--- config.mk ---
export PLATFORM = sky130hd
export DESIGN_NAME = bnn_sequencer
export DESIGN_NICKNAME = d
export VERILOG_FILES = /design/src/rtl/bnn_sequencer.sv
export SDC_FILE = /design/constraint.sdc
export NUM_CORES = 1
export LEC_CHECK = 0
export CORE_ASPECT_RATIO = 1.2
export CORE_MARGIN = 2
export CORE_UTILIZATION = 57
export CTS_BUF_LIST = sky130_fd_sc_hd__clkbuf_2
export CTS_CLUSTER_DIAMETER = 60
export DETAILED_ROUTE_END_ITERATION = 8
export GPL_ROUTABILITY_DRIVEN = 0
export PLACE_DENSITY_LB_ADDON = 0.05
export SLEW_MARGIN = 40
export SYNTH_ARGS = -nofsm -noshare
export SYNTH_HDL_FRONTEND = slang
export SYNTH_SLANG_ARGS = --single-unit
--- constraint.sdc ---
create_clock -name Clk -period 5.2 [get_ports Clk]
set_input_delay 1.04 -clock Clk [delete_from_list [all_inputs] [get_ports Clk]]
set_output_delay 1.04 -clock Clk [all_outputs]
set_load 0.05 [all_outputs]
--- src/rtl/bnn_sequencer.sv ---
// Sequenced 2-2-1 XNOR network: one shared accumulator walks hidden 0, hidden 1, output; 10 cycles start-to-done.
// No backpressure: start is sampled only while idle, requests during a run are dropped; done is a 1-cycle pulse.
module bnn_sequencer #(
  parameter int WW = 16,
  parameter int AW = 3
) (
  input  logic                 Clk,
  input  logic                 Reset_n,
  input  logic                 start,
  input  logic                 x0,
  input  logic                 x1,
  input  logic signed [WW-1:0] b [0:2],
  output logic [AW-1:0]        wt_addr,
  input  logic signed [WW-1:0] wt_data,
  output logic                 busy,
  output logic                 done,
  output logic                 out
);

  // Two guard bits: three WW-bit signed terms can never overflow this width.
  localparam int ACCW = WW + 2;

  typedef enum logic [1:0] {IDLE, ACC0, ACC1, ACT} state_t;

  state_t                 state;
  state_t                 state_nxt;
  logic                   x0_r;
  logic                   x1_r;
  logic signed [WW-1:0]   b_r [0:2];
  logic [1:0]             h;
  logic [1:0]             k;
  logic signed [ACCW-1:0] acc;

  logic signed [WW-1:0]   bias_sel;
  logic                   in_sel;
  logic signed [ACCW-1:0] term;
  logic                   y;

  always_ff @(posedge Clk or negedge Reset_n) begin
    if (!Reset_n) begin
      state <= IDLE;
    end else begin
      state <= state_nxt;
    end
  end

  always_comb begin
    state_nxt = state;
    wt_addr   = '0;
    busy      = 1'b1;
    case (state)
      IDLE: begin
        busy = 1'b0;
        if (start) begin
          state_nxt = ACC0;
        end
      end
      ACC0: begin
        wt_addr   = AW'({k, 1'b0});
        state_nxt = ACC1;
      end
      ACC1: begin
        wt_addr   = AW'({k, 1'b1});
        state_nxt = ACT;
      end
      ACT: begin
        wt_addr   = AW'({k, 1'b1});
        state_nxt = (k == 2'd2) ? IDLE : ACC0;
      end
      default: state_nxt = IDLE;
    endcase
  end

  // The output neuron (k=2) takes the hidden results in place of the network inputs.
  always_comb begin
    bias_sel = b_r[2];
    in_sel   = 1'b0;
    term     = '0;
    case (k)
      2'd0:    bias_sel = b_r[0];
      2'd1:    bias_sel = b_r[1];
      default: bias_sel = b_r[2];
    endcase
    if (state == ACC0) begin
      in_sel = (k == 2'd2) ? h[0] : x0_r;
    end else begin
      in_sel = (k == 2'd2) ? h[1] : x1_r;
    end
    if (in_sel) begin
      term = {{2{wt_data[WW-1]}}, wt_data};
    end
  end

  assign y = ~acc[ACCW-1];

  always_ff @(posedge Clk or negedge Reset_n) begin
    if (!Reset_n) begin
      x0_r   <= 1'b0;
      x1_r   <= 1'b0;
      b_r[0] <= '0;
      b_r[1] <= '0;
      b_r[2] <= '0;
      h      <= '0;
      k      <= '0;
      acc    <= '0;
      out    <= 1'b0;
      done   <= 1'b0;
    end else begin
      done <= 1'b0;
      case (state)
        IDLE: begin
          if (start) begin
            x0_r   <= x0;
            x1_r   <= x1;
            b_r[0] <= b[0];
            b_r[1] <= b[1];
            b_r[2] <= b[2];
            k      <= 2'd0;
          end
        end
        ACC0: acc <= {{2{bias_sel[WW-1]}}, bias_sel} + term;
        ACC1: acc <= acc + term;
        ACT: begin
          if (k == 2'd2) begin
            out  <= y;
            done <= 1'b1;
          end else begin
            h[k[0]] <= y;
            k       <= k + 2'd1;
          end
        end
        default: ;
      endcase
    end
  end

endmodule

**Word level (Yosys, flattened, before mapping)**

Index checks and enable logic that the tools add are counted.

- Bits in registers: 76
- Logic and storage cells: 54
- Output and inout bits: 6
- Input bits: 69

- $add $sub $neg: 3
- Order comparisons: 2
- Reductions and logical operators: 10
- Mux-type cells: 19
- Eq/ne operators: 7
- Bitwise logic cells: 2

Operators by type and width:

| cell | count |
|---|---|
| $add 18x18->18 | 2 |
| $pmux 18 s2 | 1 |
| $pmux 16 s2 | 1 |
| $mux 18 | 1 |
| $mux 1 | 8 |
| $pmux 2 s4 | 1 |
| $eq 2x2->1 const B | 3 |
| $mux 2 | 3 |
| $pmux 3 s2 | 1 |
| $reduce_and 2->1 | 3 |
| $eq 2x1->1 const B | 2 |
| $logic_not 2->1 | 2 |
| $ne 2x2->1 const B | 2 |
| $pmux 2 s2 | 1 |
| $reduce_bool 2->1 | 2 |
| $reduce_and 3->1 | 1 |
| $add 2x1->2 const B | 1 |
| $bwmux 2 | 1 |
| $lt 1x2->1 const B | 1 |
| $not 1->1 | 2 |
| $reduce_or 2->1 | 1 |
| $demux 1 s1 | 1 |
| $ge 1x1->1 const B | 1 |
| $logic_and 1x1->1 | 1 |

**Depth between registers and ports, before layout**

Gate-level depths: netlist of run 1.

- Depth in word-level cells: 6
- Mapped depth: 18
- Mapped depth without buffers: 15

**Worst setup path after synthesis of run 1**

OpenSTA, ideal clock, no wires.

- Kind: reg-to-reg
- From: register k[0]
- To: register acc[13]
- Buffers on the path: 4
- Arrival time: 3857 ps
- Data required time: 5073 ps
- Clock period less this slack: 3984 ps
- Setup slack: 1216 ps
- Stages on the path, launching flop included: 18
- Setup time: 127 ps
- Cells stage by stage: dfrtp_1 -> inv_1 -> ha_1 -> buf_6 -> mux4_2 -> clkbuf_1 -> clkbuf_1 -> clkbuf_1 -> and2_1 -> ha_1 -> a21o_1 -> a21o_1 -> a21o_1 -> a221oi_1 -> a21boi_0 -> or3_1 -> a21oi_1 -> o31ai_1

- Longest elaborated chain between the ends: 6
- Elaborated cells on any way between the ends: 11
- Classes of those cells: add/sub: 2; eq/ne: 2; mux: 6; reduce/logical: 1

RTL lines:

| what | line | source |
|---|---|---|
| start: declaration | 31 | `logic [1:0] k;` |
| start signal: assignment | 129 | `k <= k + 2'd1;` |
| $eq 2x2->1 | 85, 87 |  |
| $mux 1, on equally long branches | 87, 85 |  |
| $mux 1 | 84 | `if (state == ACC0) begin` |
| $mux 18 | 89 | `if (in_sel) begin` |
| $add 18x18->18, on equally long branches | 122, 121 |  |
| $pmux 18 s2 * | 110 | `case (state)` |
| end signal: assignment | 121 | `ACC0: acc <= {{2{bias_sel[WW-1]}}, bias_sel} + term;` |
| end signal: assignment | 122 | `ACC1: acc <= acc + term;` |
| end: declaration | 32 | `logic signed [ACCW-1:0] acc;` |

Mark *: on every way between the ends. The rest lies on a longest branch, timed or not.
A chain may end at the register's enable or synchronous reset.

**Final worst setup path of run 1**

- From: register k[0]
- To: register acc[16]

Same word-level chain as after synthesis.

==> results.md, run 1 <==
* Clock skew at 0.0278 ns
* Maximum clock rate at 234 MHz
* Worst vdd ir at roughly 0.00035 V
* Static Leak at roughly 0.0027 uW
* Fin. Hold Viols at 0
* Fill cells at 762
* Status: completed
* R2R Path End: acc[16]$_DFFE_PN0P_
* H-tree levels at 3
* PortBufs at between 70 and 80
* Ranking of synthesized cells by area: dfrtp_1, mux2_2, ha_1
* MaxCap Viol Count at 0
* RSZ-0062 raised after global routing: false
* Detailed Routing Iterations Pass 1 at 6
* Core Rows at 38
* Layout cells sized above 1 at 0.138
* Final HPWL DP at 9000 microns
* Hold WS at slightly below 0.5 ns
* Initial antenna violation count at 0
* CP peak stage delay at between 0.8 and 0.9 ns
* Syn Std Cell Area at about 5200 sq um
* Routed Antenna Nets at 0
* Max-slew violations at 0
* Largest delay share family, worst path: compound AO/OA/AOI/OAI gates
* CP Class: flip-flop to flip-flop
* Primary FF master, synth: dfrtp_1
* R2R cell count at 15
* Post-route insts no fill at approximately 740
* Die height at 108 microns
* Total Wirelength at 12100 microns
* Hold buffers post-CTS at 0
* Min-delay worst type: input pin to async pin
* Buf/Inv on CP at 1
* Number of remaining DRC errors at 0
* Pwr dens at approximately 800 nW/um^2
* Worst-Skew Late Latency at about 0.54 ns
* Sequential share of the synthesized area at 0.367
* First-pass GRT wire length at about 20000 microns
* FFs w/ async S/R, synth at 1.00
* FF+latch area at 1900 sq um
* Grt total ovfl at 0
* Crit path launch type: flip-flop
* Core area at 8940 sq um
* Max-slew headroom at 0.488
* Top post-synthesis cells by count: dfrtp_1, nand2_1, mux2_2
* CP arrival at 4.75 ns
* Tmin final at 4.27 ns
* Synth Net Count at 654
* # IOs at 75
* Finished layout cell area at 6140 sq um
* Vias in the first global route at ~4100
* CP max FO at 37
* Critical path, cell by cell: inv_1 -> ha_1 -> mux4_2 -> nand2_1 -> xnor2_1 -> ha_1 -> a221o_1 -> a41oi_1 -> o31ai_1 -> a31oi_1 -> o31a_1 -> o21ai_0 -> xor2_1 -> o22ai_1 -> a31oi_1
* NumNets Final at 718
* Synth warn at 0
* TritonCTS Buffers at 9
* All-layer global routing usage at 0.249
* Post_cts resized at 0
* Initial DRC Count at 302
* Via density at 5.90
* Worst R2R Start: k[0]$_DFFE_PN0P_
* Clk slew on worst S/H paths at around 0.22 ns
* Final critical-path share of the clock period at 0.822
* Starting Density at 0.580
* EDFF count, synth at 0
* TNS Setup at 0 ns
* Crit-path slowest cell: mux4_2
* Number of diodes at 0
* Measured slew at the worst slew-check pin at 0.765 ns
* Count leader, synth: dfrtp_1
* Synth top area share at 0.367
* Yosys reg bits at 76
* WL per Instance at 16.3 microns
* Synth-to-Final Area Change at 18.5%
* Die width at 91.1 microns
* Cells after DPL at 725
* Setup-failing EPs final at 0
* Multi-input gate area at 3130 sq um
* CTS tree: done
* Largest net degree at the start of global routing at slightly below 80
* Biggest area consumer among synthesized cells: dfrtp_1
* R2R Setup Slk at 0.93 ns
* Cell variety after synth at 62
* CTS root buf: clkbuf_2
* Total power at about 4800 uW
* Synth Instances at 552
* Synth Area per Inst at 9.39 sq um
* Critical path required time at 5.68 ns
* Placed Area at 6010 sq um
* Die ar. at 9880 sq um
* CTS max path bufs at 2
* CTS Sinks at 76
* Crit end category: flip-flop
* Vias post-DR at 4370
* Post-CTS setup buffer count at 0
kinds of logic (layout without fill, tap and decap cells):
family,after synthesis,count (layout),synth area share
compound gates,160,160,0.209
xor+xnor,24,24,0.0405
fa+ha+maj,36,36,0.0854
buf+inv,41,110,0.0314
flops,76,76,0.367
mux,53,53,0.117
simple gates,162,162,0.150
where the power goes:
group          internal (uW)  switching (uW)  total [uW]
Combinational           1450            1860        3310
Clock                    161             208         369
Sequential               903             201        1100
Total                   2510            2270        4780
placed cells by master (no fill, tap or decap), types with 4 or more instances in the layout:
cell / instances
o31ai_1: 5
clkdlybuf4s50_1: 73
and2_1: 17
a22oi_1: 13
nor3_1: 5
nor2_1: 34
xor2_1: 15
mux2_2: 50
dfrtp_1: 76
nor3b_1: 4
a21oi_1: 37
nand2_1: 58
o21ai_0: 25
inv_1: 15
a22o_1: 6
nand2b_1: 7
clkbuf_2: 11
o221ai_1: 6
o211ai_1: 4
xnor2_1: 9
or2_2: 6
buf_4: 4
a31oi_1: 12
and3_1: 7
ha_1: 33
nand3_1: 11
o21bai_1: 4
a21o_1: 15
cell type report:
| class | instances | area share |
|---|---|---|
| multi-input combinational | 435 | 0.509 |
| sequential | 76 | 0.310 |
| timing repair buffer | 78 | 0.126 |
| tap | 120 | 0.0244 |
| clock inverter | 5 | 0.0124 |
| inverter | 16 | 0.00978 |
| clock buffer | 11 | 0.00896 |
how the worst max path moves through the flow:
stage | cells past startpoint | slack [ns] | startpoint | endpoint
after floorplan | 17 | 1.22 | k[0]$_DFFE_PN0P_ | acc[13]$_DFFE_PN0P_
after global placement | 15 | 1.14 | k[0]$_DFFE_PN0P_ | acc[16]$_DFFE_PN0P_
after CTS | 15 | 0.93 | k[0]$_DFFE_PN0P_ | acc[16]$_DFFE_PN0P_
after global routing | 15 | 0.59 | k[0]$_DFFE_PN0P_ | acc[16]$_DFFE_PN0P_
after detailed placement | 15 | 0.95 | k[0]$_DFFE_PN0P_ | acc[16]$_DFFE_PN0P_
final | 15 | 0.93 | k[0]$_DFFE_PN0P_ | acc[16]$_DFFE_PN0P_
state kept, by name, summed over array words and instances (netlist names):
register,count
acc,18
h,2
b_r,48
x1_r,1
out,1
k,2
done,1
x0_r,1
state,2
per-stage QoR:
stage,utilization,setup WS [ns]
6_report,0.687,0.926
5_1_grt,0.687,0.587
4_1_cts,0.687,0.929
3_5_place_dp,0.673,0.953
3_3_place_gp,0.672,1.14
2_1_floorplan,-,1.22
per-layer routing:
metal / wire length, microns / up-vias / global-route usage
li1: - / 2153 / -
met1: 5650 / 2074 / 0.343
met2: 5670 / 125 / 0.401
met3: 554 / 18 / 0.0348
met4: 226 / 0 / 0.0952
met5: 0 / - / 0
No activity file was read; power rests on OpenSTA's default activity.
==> inputs of run 2 (changes only) <==
--- a/config.mk
+++ b/config.mk
@@ -7,7 +7,7 @@
 export LEC_CHECK = 0
 export CORE_ASPECT_RATIO = 1.2
 export CORE_MARGIN = 2
-export CORE_UTILIZATION = 57
+export CORE_UTILIZATION = 51
 export CTS_BUF_LIST = sky130_fd_sc_hd__clkbuf_2
 export CTS_CLUSTER_DIAMETER = 60
 export DETAILED_ROUTE_END_ITERATION = 8
==> constraint.sdc (replaced) <==
create_clock -name Clk -period 3.8 [get_ports Clk]
set_input_delay 0.76 -clock Clk [delete_from_list [all_inputs] [get_ports Clk]]
set_output_delay 0.76 -clock Clk [all_outputs]
set_load 0.05 [all_outputs]
==> results.md, run 2 (synthesis gave the netlist of run 1 again) <==
* Starting Density at 0.521 (-0.0595)
* Worst R2R Start: k[0]$_DFFE_PN0P_
* Status: completed
* Static Leak at 0.00280 uW (+2.2%)
* Vias post-DR at 4395 (+0.57%)
* NumNets Final at 731 (+1.8%)
* Largest net degree at the start of global routing at 77 (unchanged)
* Commonest non-fill, non-tap cell in the layout: dfrtp_1
* Pwr dens at 1070 nW/um^2 (+37%)
* RSZ-0062 raised after global routing: false
* Worst-Skew Late Latency at 0.55 ns (about the same)
* Source of the critical timing path: k[0]$_DFFE_PN0P_
* R2R Setup Slk at 0.21 ns (-0.71 ns)
* Core area at 9960 sq um (+11%)
* First-pass GRT wire length at 19700 microns (about the same)
* Crit end category: flip-flop
* Final HPWL DP at 9270 microns (+2.9%)
* R2R Path End: acc[14]$_DFFE_PN0P_
* Routed Antenna Nets at 0 (unchanged)
* Worst vdd ir at 0.000402 V (+15%)
* Max-slew headroom at 0.539 (+0.0501)
* CTS root buf: clkbuf_2
* PortBufs at 74 (unchanged)
* CTS Sinks at 76 (unchanged)
* Fill cells at 867 (+14%)
* Clk slew on worst S/H paths at 0.23 ns (about the same)
* Initial antenna violation count at 0 (unchanged)
* MaxCap Viol Count at 0 (unchanged)
* Hold WS at 0.187 ns (-0.309 ns)
* Total Wirelength at 12700 microns (+5.0%)
* R2R cell count at 14 (-1)
* CTS max path bufs at 2 (unchanged)
* WL per Instance at 16.7 microns (+2.3%)
* Most frequent cells in the layout: dfrtp_1, clkdlybuf4s50_1, nand2_1
* Detailed Routing Iterations Pass 1 at 6 (unchanged)
* Initial DRC Count at 262 (-13%)
* Cells after DPL at 742 (+2.3%)
* TNS Setup at 0 ns (unchanged)
* Number of remaining DRC errors at 0 (unchanged)
* Final critical-path share of the clock period at 0.944 (+0.122)
* Fin. Hold Viols at 0 (unchanged)
* Post-route insts no fill at 760 (+2.6%)
* H-tree levels at 3 (unchanged)
* Top Registers: b_r (48), acc (18)
* Layout cells sized above 1 at 0.167 (+0.0287)
* Core Rows at 40 (+5.3%)
* Synth-to-Final Area Change at 21.3%
* Max FFs per register at 48 (unchanged)
* # IOs at 75 (unchanged)
* CP max FO at 8 (-78%)
* Die width at 96.0 microns (+5.5%)
* Reg with most FFs: b_r
* TritonCTS Buffers at 9 (unchanged)
* Die ar. at 11000 sq um (+11%)
* Die height at 114 microns (+5.5%)
* All-layer global routing usage at 0.231 (-0.0175)
* Via density at 5.78 (-1.9%)
* Measured slew at the worst slew-check pin at 0.692 ns (-0.0723 ns)
* Setup-failing EPs final at 0 (unchanged)
* Maximum clock rate at 279 MHz (+19%)
* Worst Setup EP: acc[14]$_DFFE_PN0P_
* Max-slew violations at 0 (unchanged)
* CP arrival at 4.09 ns (-0.66 ns)
* Tmin final at 3.59 ns (-0.687 ns)
* Finished layout cell area at 6290 sq um (+2.4%)
* Min-delay worst type: input pin to async pin
* Critical path required time at 4.31 ns (-1.37 ns)
* Crit path launch type: flip-flop
* Vias in the first global route at 4136 (+0.58%)
* Core Util, Final at 0.632 (-0.0558)
* Placed Area at 6100 sq um (+1.5%)
* CP Class: flip-flop to flip-flop
* Number of diodes at 0 (unchanged)
* Grt total ovfl at 0 (unchanged)
* CTS tree: done
* Clock skew at 0.0241 ns (-0.00377 ns)
[run 2: changes by cell type in the layout (fill, tap and decap cells not counted), sizes merged]
cell      change
buf          +12
clkbuf        -2
clkinv        +2
inv           +2
bufinv        -1
clkinvlp      -1
mux4          +1
[run 2: power breakdown]
part / leakage (uW) / internal (uW) / switching [uW]
sequential: 0.000898 / 1240 / 283
clock: 0.0000743 / 156 / 309
combinational: 0.00183 / 2100 / 2630
[run 2: how the worst min path moves through the flow]
stage          slack [ns]  cells past startpoint                  to
2_1_floorplan        0.46                      0  acc[0]$_DFFE_PN0P_
3_3_place_gp         0.46                      2     out$_DFFE_PN0P_
3_5_place_dp         0.48                      2     out$_DFFE_PN0P_
4_1_cts              0.19                      1    x0_r$_DFFE_PN0P_
5_1_grt              0.19                      1    x0_r$_DFFE_PN0P_
6_report             0.19                      1    x0_r$_DFFE_PN0P_
[run 2: stage by stage]
step	setup slack [ns]	total power, uW
2_1_floorplan	0.0138	5040
3_3_place_gp	0.221	5980
3_5_place_dp	0.188	6090
4_1_cts	0.137	6580
5_1_grt	0.00753	7300
6_report	0.213	6710
[run 2: critical path, stage by stage, from the launching register on]
cell	delay, ns
dfrtp_1	0.44
inv_2	0.10
ha_4	0.17
mux4_2	0.62
buf_4	0.21
a211oi_1	0.22
nor2_1	0.08
ha_1	0.24
o311a_1	0.38
o31a_1	0.33
a21oi_2	0.19
o21ai_2	0.11
nor4b_2	0.22
o21ai_1	0.08
a31oi_1	0.13
[run 2: layer usage]
layer | part of all wire | track usage
met1 | 0.47 | 0.330
met2 | 0.46 | 0.362
met3 | 0.053 | 0.0270
met4 | 0.011 | 0.0848
met5 | 0 | 0
[run 2: cell type report]
cell class | count | area, sq um | share of cell area
multi-input combinational | 436 | 3190 | 0.507
sequential | 76 | 1900 | 0.302
timing repair buffer | 90 | 862 | 0.137
tap | 126 | 158 | 0.0251
clock inverter | 7 | 73.8 | 0.0117
inverter | 16 | 60.1 | 0.00955
clock buffer | 9 | 45.0 | 0.00716
[run 2: repair_timing]
action                                  4_1_cts  5_1_grt
gates resized for setup                       0       10
endpoints found under the setup margin        0        8
hold buffers                                  0        0
setup buffers                                 0        1
==> inputs of run 3 (changes only) <==
--- a/config.mk
+++ b/config.mk
@@ -5,9 +5,10 @@
 export SDC_FILE = /design/constraint.sdc
 export NUM_CORES = 1
 export LEC_CHECK = 0
+export ABC_AREA = 1
 export CORE_ASPECT_RATIO = 1.2
 export CORE_MARGIN = 2
-export CORE_UTILIZATION = 51
+export CORE_UTILIZATION = 52
 export CTS_BUF_LIST = sky130_fd_sc_hd__clkbuf_2
 export CTS_CLUSTER_DIAMETER = 60
 export DETAILED_ROUTE_END_ITERATION = 8
==> results.md, run 3 <==
* TritonCTS Buffers at 9 (unchanged)
* Max-slew headroom at 0.479 (-0.0591)
* Min-delay worst type: input pin to async pin
* Seq pwr share at 0.210 (-0.016)
* CP peak stage delay at 0.81 ns (+0.19 ns)
* Hold WS at 0.154 ns (-0.0328 ns)
* Count leader, synth: nand2_1
* Most frequent cell on the critical path: nor2_1
* Detailed Routing Iterations Pass 1 at 5 (-1)
* Pwr dens at 1020 nW/um^2 (-4.6%)
* Layout cells sized above 1 at 0.0495 (-0.118)
* Biggest area consumer among synthesized cells: dfrtp_1
* All-layer global routing usage at 0.276 (+0.0442)
* Buf/Inv on CP at 3 (+1)
* Clk slew on worst S/H paths at 0.25 ns (+0.02 ns)
* Largest delay share family, worst path: buffers and inverters
* Die height at 119 microns (+3.9%)
* Grt total ovfl at 0 (unchanged)
* Via density at 5.38 (-7.0%)
* First-pass GRT wire length at 26400 microns (+35%)
* Reg with most FFs: b_r
* Tmin final at 3.39 ns (-0.193 ns)
* Most frequent cells in the layout: nand2_1, inv_1, dfrtp_1
* NumNets Final at 1066 (+46%)
* Initial antenna violation count at 0 (unchanged)
* Vias post-DR at 5907 (+34%)
* TNS Setup at 0 ns (unchanged)
* Measured slew at the worst slew-check pin at 0.780 ns (+0.0875 ns)
* Routed Antenna Nets at 0 (unchanged)
* Post-CTS setup buffer count at 0 (unchanged)
* Starting Density at 0.538 (+0.0179)
* Cell variety after synth at 40 (-35%)
* Largest net degree at the start of global routing at 55 (-29%)
* Critical path, cell by cell: inv_1 -> ha_1 -> inv_1 -> nor2_1 -> nor2_1 -> nor2_1 -> clkdlybuf4s50_1
* Status: completed
* Max FFs per register at 48 (unchanged)
* Crit-path slowest cell: clkdlybuf4s50_1
* Post_cts resized at 0 (unchanged)
* Yosys reg bits at 76 (unchanged)
* Post-route insts no fill at 1098 (+44%)
* Vias in the first global route at 5634 (+36%)
* MaxCap Viol Count at 0 (unchanged)
* Synth-to-Final Area Change at 17.2%
* Sequential share of the synthesized area at 0.333 (-0.0342)
* Maximum clock rate at 295 MHz (+5.7%)
* RSZ-0062 raised after global routing: false
* Fin. Hold Viols at 0 (unchanged)
* Die width at 99.7 microns (+3.8%)
* Number of remaining DRC errors at 0 (unchanged)
* Max-slew violations at 0 (unchanged)
* Synth Area per Inst at 6.40 sq um (-32%)
* Worst vdd ir at 0.000372 V (-7.5%)
* Critical path required time at 3.04 ns (-1.27 ns)
* WL per Instance at 14.2 microns (-15%)
* P_sw at 3830 uW (+19%)
* CTS Sinks at 76 (unchanged)
* Synth top area share at 0.333 (-0.0342)
* Ranking of synthesized cells by area: dfrtp_1, nand2_1, ha_1
* Number of diodes at 0 (unchanged)
* Core Rows at 41 (+2.5%)
* CTS tree: done
* Cell Int Power at 2980 uW (-14%)
* PortBufs at 74 (unchanged)
* Net Sw Frac at 0.562 (+0.0822)
* Top post-synthesis cells by count: nand2_1, inv_1, dfrtp_1
* Synth warn at 0 (unchanged)
* Clock Power Share at 0.070 (about the same)
* Die ar. at 11900 sq um (+7.8%)
* CP max FO at 4 (-4)
* Total power at 6810 uW (+1.6%)
* # IOs at 75 (unchanged)
* Commonest non-fill, non-tap cell in the layout: nand2_1
* Crit path launch type: flip-flop
* Primary FF master, synth: dfrtp_1
* CTS max path bufs at 2 (unchanged)
* EDFF count, synth at 0 (unchanged)
* Core Util, Final at 0.631 (-0.000686)
* CP arrival at 2.63 ns (-1.46 ns)
* Hold buffers post-CTS at 0 (unchanged)
* Synth Net Count at 996 (+52%)
* Fill cells at 1035 (+19%)
* FFs w/ async S/R, synth at 1.00 (unchanged)
* Top Registers: b_r (48), acc (18)
* Static Leak at 0.00368 uW (+31%)
* CP Class: flip-flop to output port
* Core area at 10600 sq um (+6.6%)
* Final HPWL DP at 12000 microns (+30%)
* Synth Instances at 894 (+62%)
* CTS root buf: clkbuf_2
* Cells after DPL at 1082 (+46%)
* Combinational Power Share at 0.719 (+0.015)
* Setup-failing EPs final at 0 (unchanged)
* Crit end category: output port
* Worst-Skew Late Latency at 0.58 ns (+0.03 ns)
* Clock skew at 0.0472 ns (+0.0231 ns)
* Initial DRC Count at 462 (+76%)
* Total Wirelength at 15600 microns (+23%)
* Final critical-path share of the clock period at 0.893 (-0.0507)
* Syn Std Cell Area at 5720 sq um (+10%)
* H-tree levels at 3 (unchanged)
run 3: cell count changes after synthesis, sizes merged, moves of 8 or more:
cell   delta
a22oi    -13
nand3    +64
inv      +89
a21o     -14
o21ai    +17
xnor2     -8
nor2     +28
nand2   +326
xor2     -13
and2     -16
mux2     -50
nand4    +10
run 3: worst paths after layout:
| kind | slack (ns) | start | to | depth (start not counted) |
|---|---|---|---|---|
| min reg2reg | 0.51 | b_r[13]$_DFFE_PN0P_ | b_r[13]$_DFFE_PN0P_ | 2 |
| min | 0.15 | Reset_n | state[0]$_DFFE_PN0P_ | 2 |
| max reg2reg | 0.60 | k[0]$_DFFE_PN0P_ | acc[17]$_DFFE_PN0P_ | 16 |
| max | 0.41 | state[1]$_DFFE_PN0P_ | wt_addr[2] | 7 |
| max in group asynchronous | 3.10 | Reset_n | acc[0]$_DFFE_PN0P_ | 2 |
| min in group Clk | 0.51 | b_r[13]$_DFFE_PN0P_ | b_r[13]$_DFFE_PN0P_ | 2 |
run 3: cells by family (layout without fill, tap and decap cells):
kind of cell    Yosys count  after routing  synth area share
simple gates            551            551             0.406
buf+inv                 126            201            0.0836
compound gates          105            105             0.101
flops                    76             76             0.333
fa+ha+maj                33             33            0.0722
xor+xnor                  3              3           0.00460
run 3: per-layer routing:
metal | routed length (microns) | vias up | track usage
li1 | - | 2992 | -
met1 | 6760 | 2688 | 0.361
met2 | 7490 | 195 | 0.461
met3 | 1030 | 32 | 0.0487
met4 | 367 | 0 | 0.0890
met5 | 0 | - | 0
run 3: final cells by class:
class	count	area [sq um]	area share
Sequential cell	76	1900	0.284
Multi-Input combinational cell	692	3340	0.498
Clock buffer	10	50.0	0.00747
Clock inverter	6	68.8	0.0103
Timing Repair Buffer	81	788	0.118
Tap cell	129	161	0.0241
Inverter	104	390	0.0583
run 3: power by group through the flow:
| stage | registers (uW) | logic (uW) | clock network (uW) |
|---|---|---|---|
| finish | 1430 | 4900 | 480 |
| global route | 1470 | 5540 | 524 |
| CTS | 1430 | 4840 | 490 |
| detailed placement | 1450 | 4820 | 0 |
| global placement | 1430 | 4710 | 0 |
| floorplan | 1390 | 3640 | 0 |
run 3: metrics by stage:
stage | setup slack (ns) | area [sq um]
6_report | 0.405 | 6700
5_1_grt | 0.243 | 6700
4_1_cts | 0.409 | 6700
3_5_place_dp | 0.695 | 6580
3_3_place_gp | 0.749 | 6580
2_1_floorplan | 0.581 | 5720
run 3: worst reg2reg max path: stages (launching register included):
cell and delay [ns]:
dfrtp_1 0.46, inv_1 0.14, ha_1 0.23, inv_1 0.08, nand2_1 0.10, nand3_4 0.15
nand2_4 0.24, nor2_1 0.17, ha_1 0.35, inv_1 0.10, nor3_1 0.27, inv_1 0.07
nor2_1 0.23, nand3_1 0.20, nand4_1 0.14, nand3_1 0.09, a21oi_1 0.14
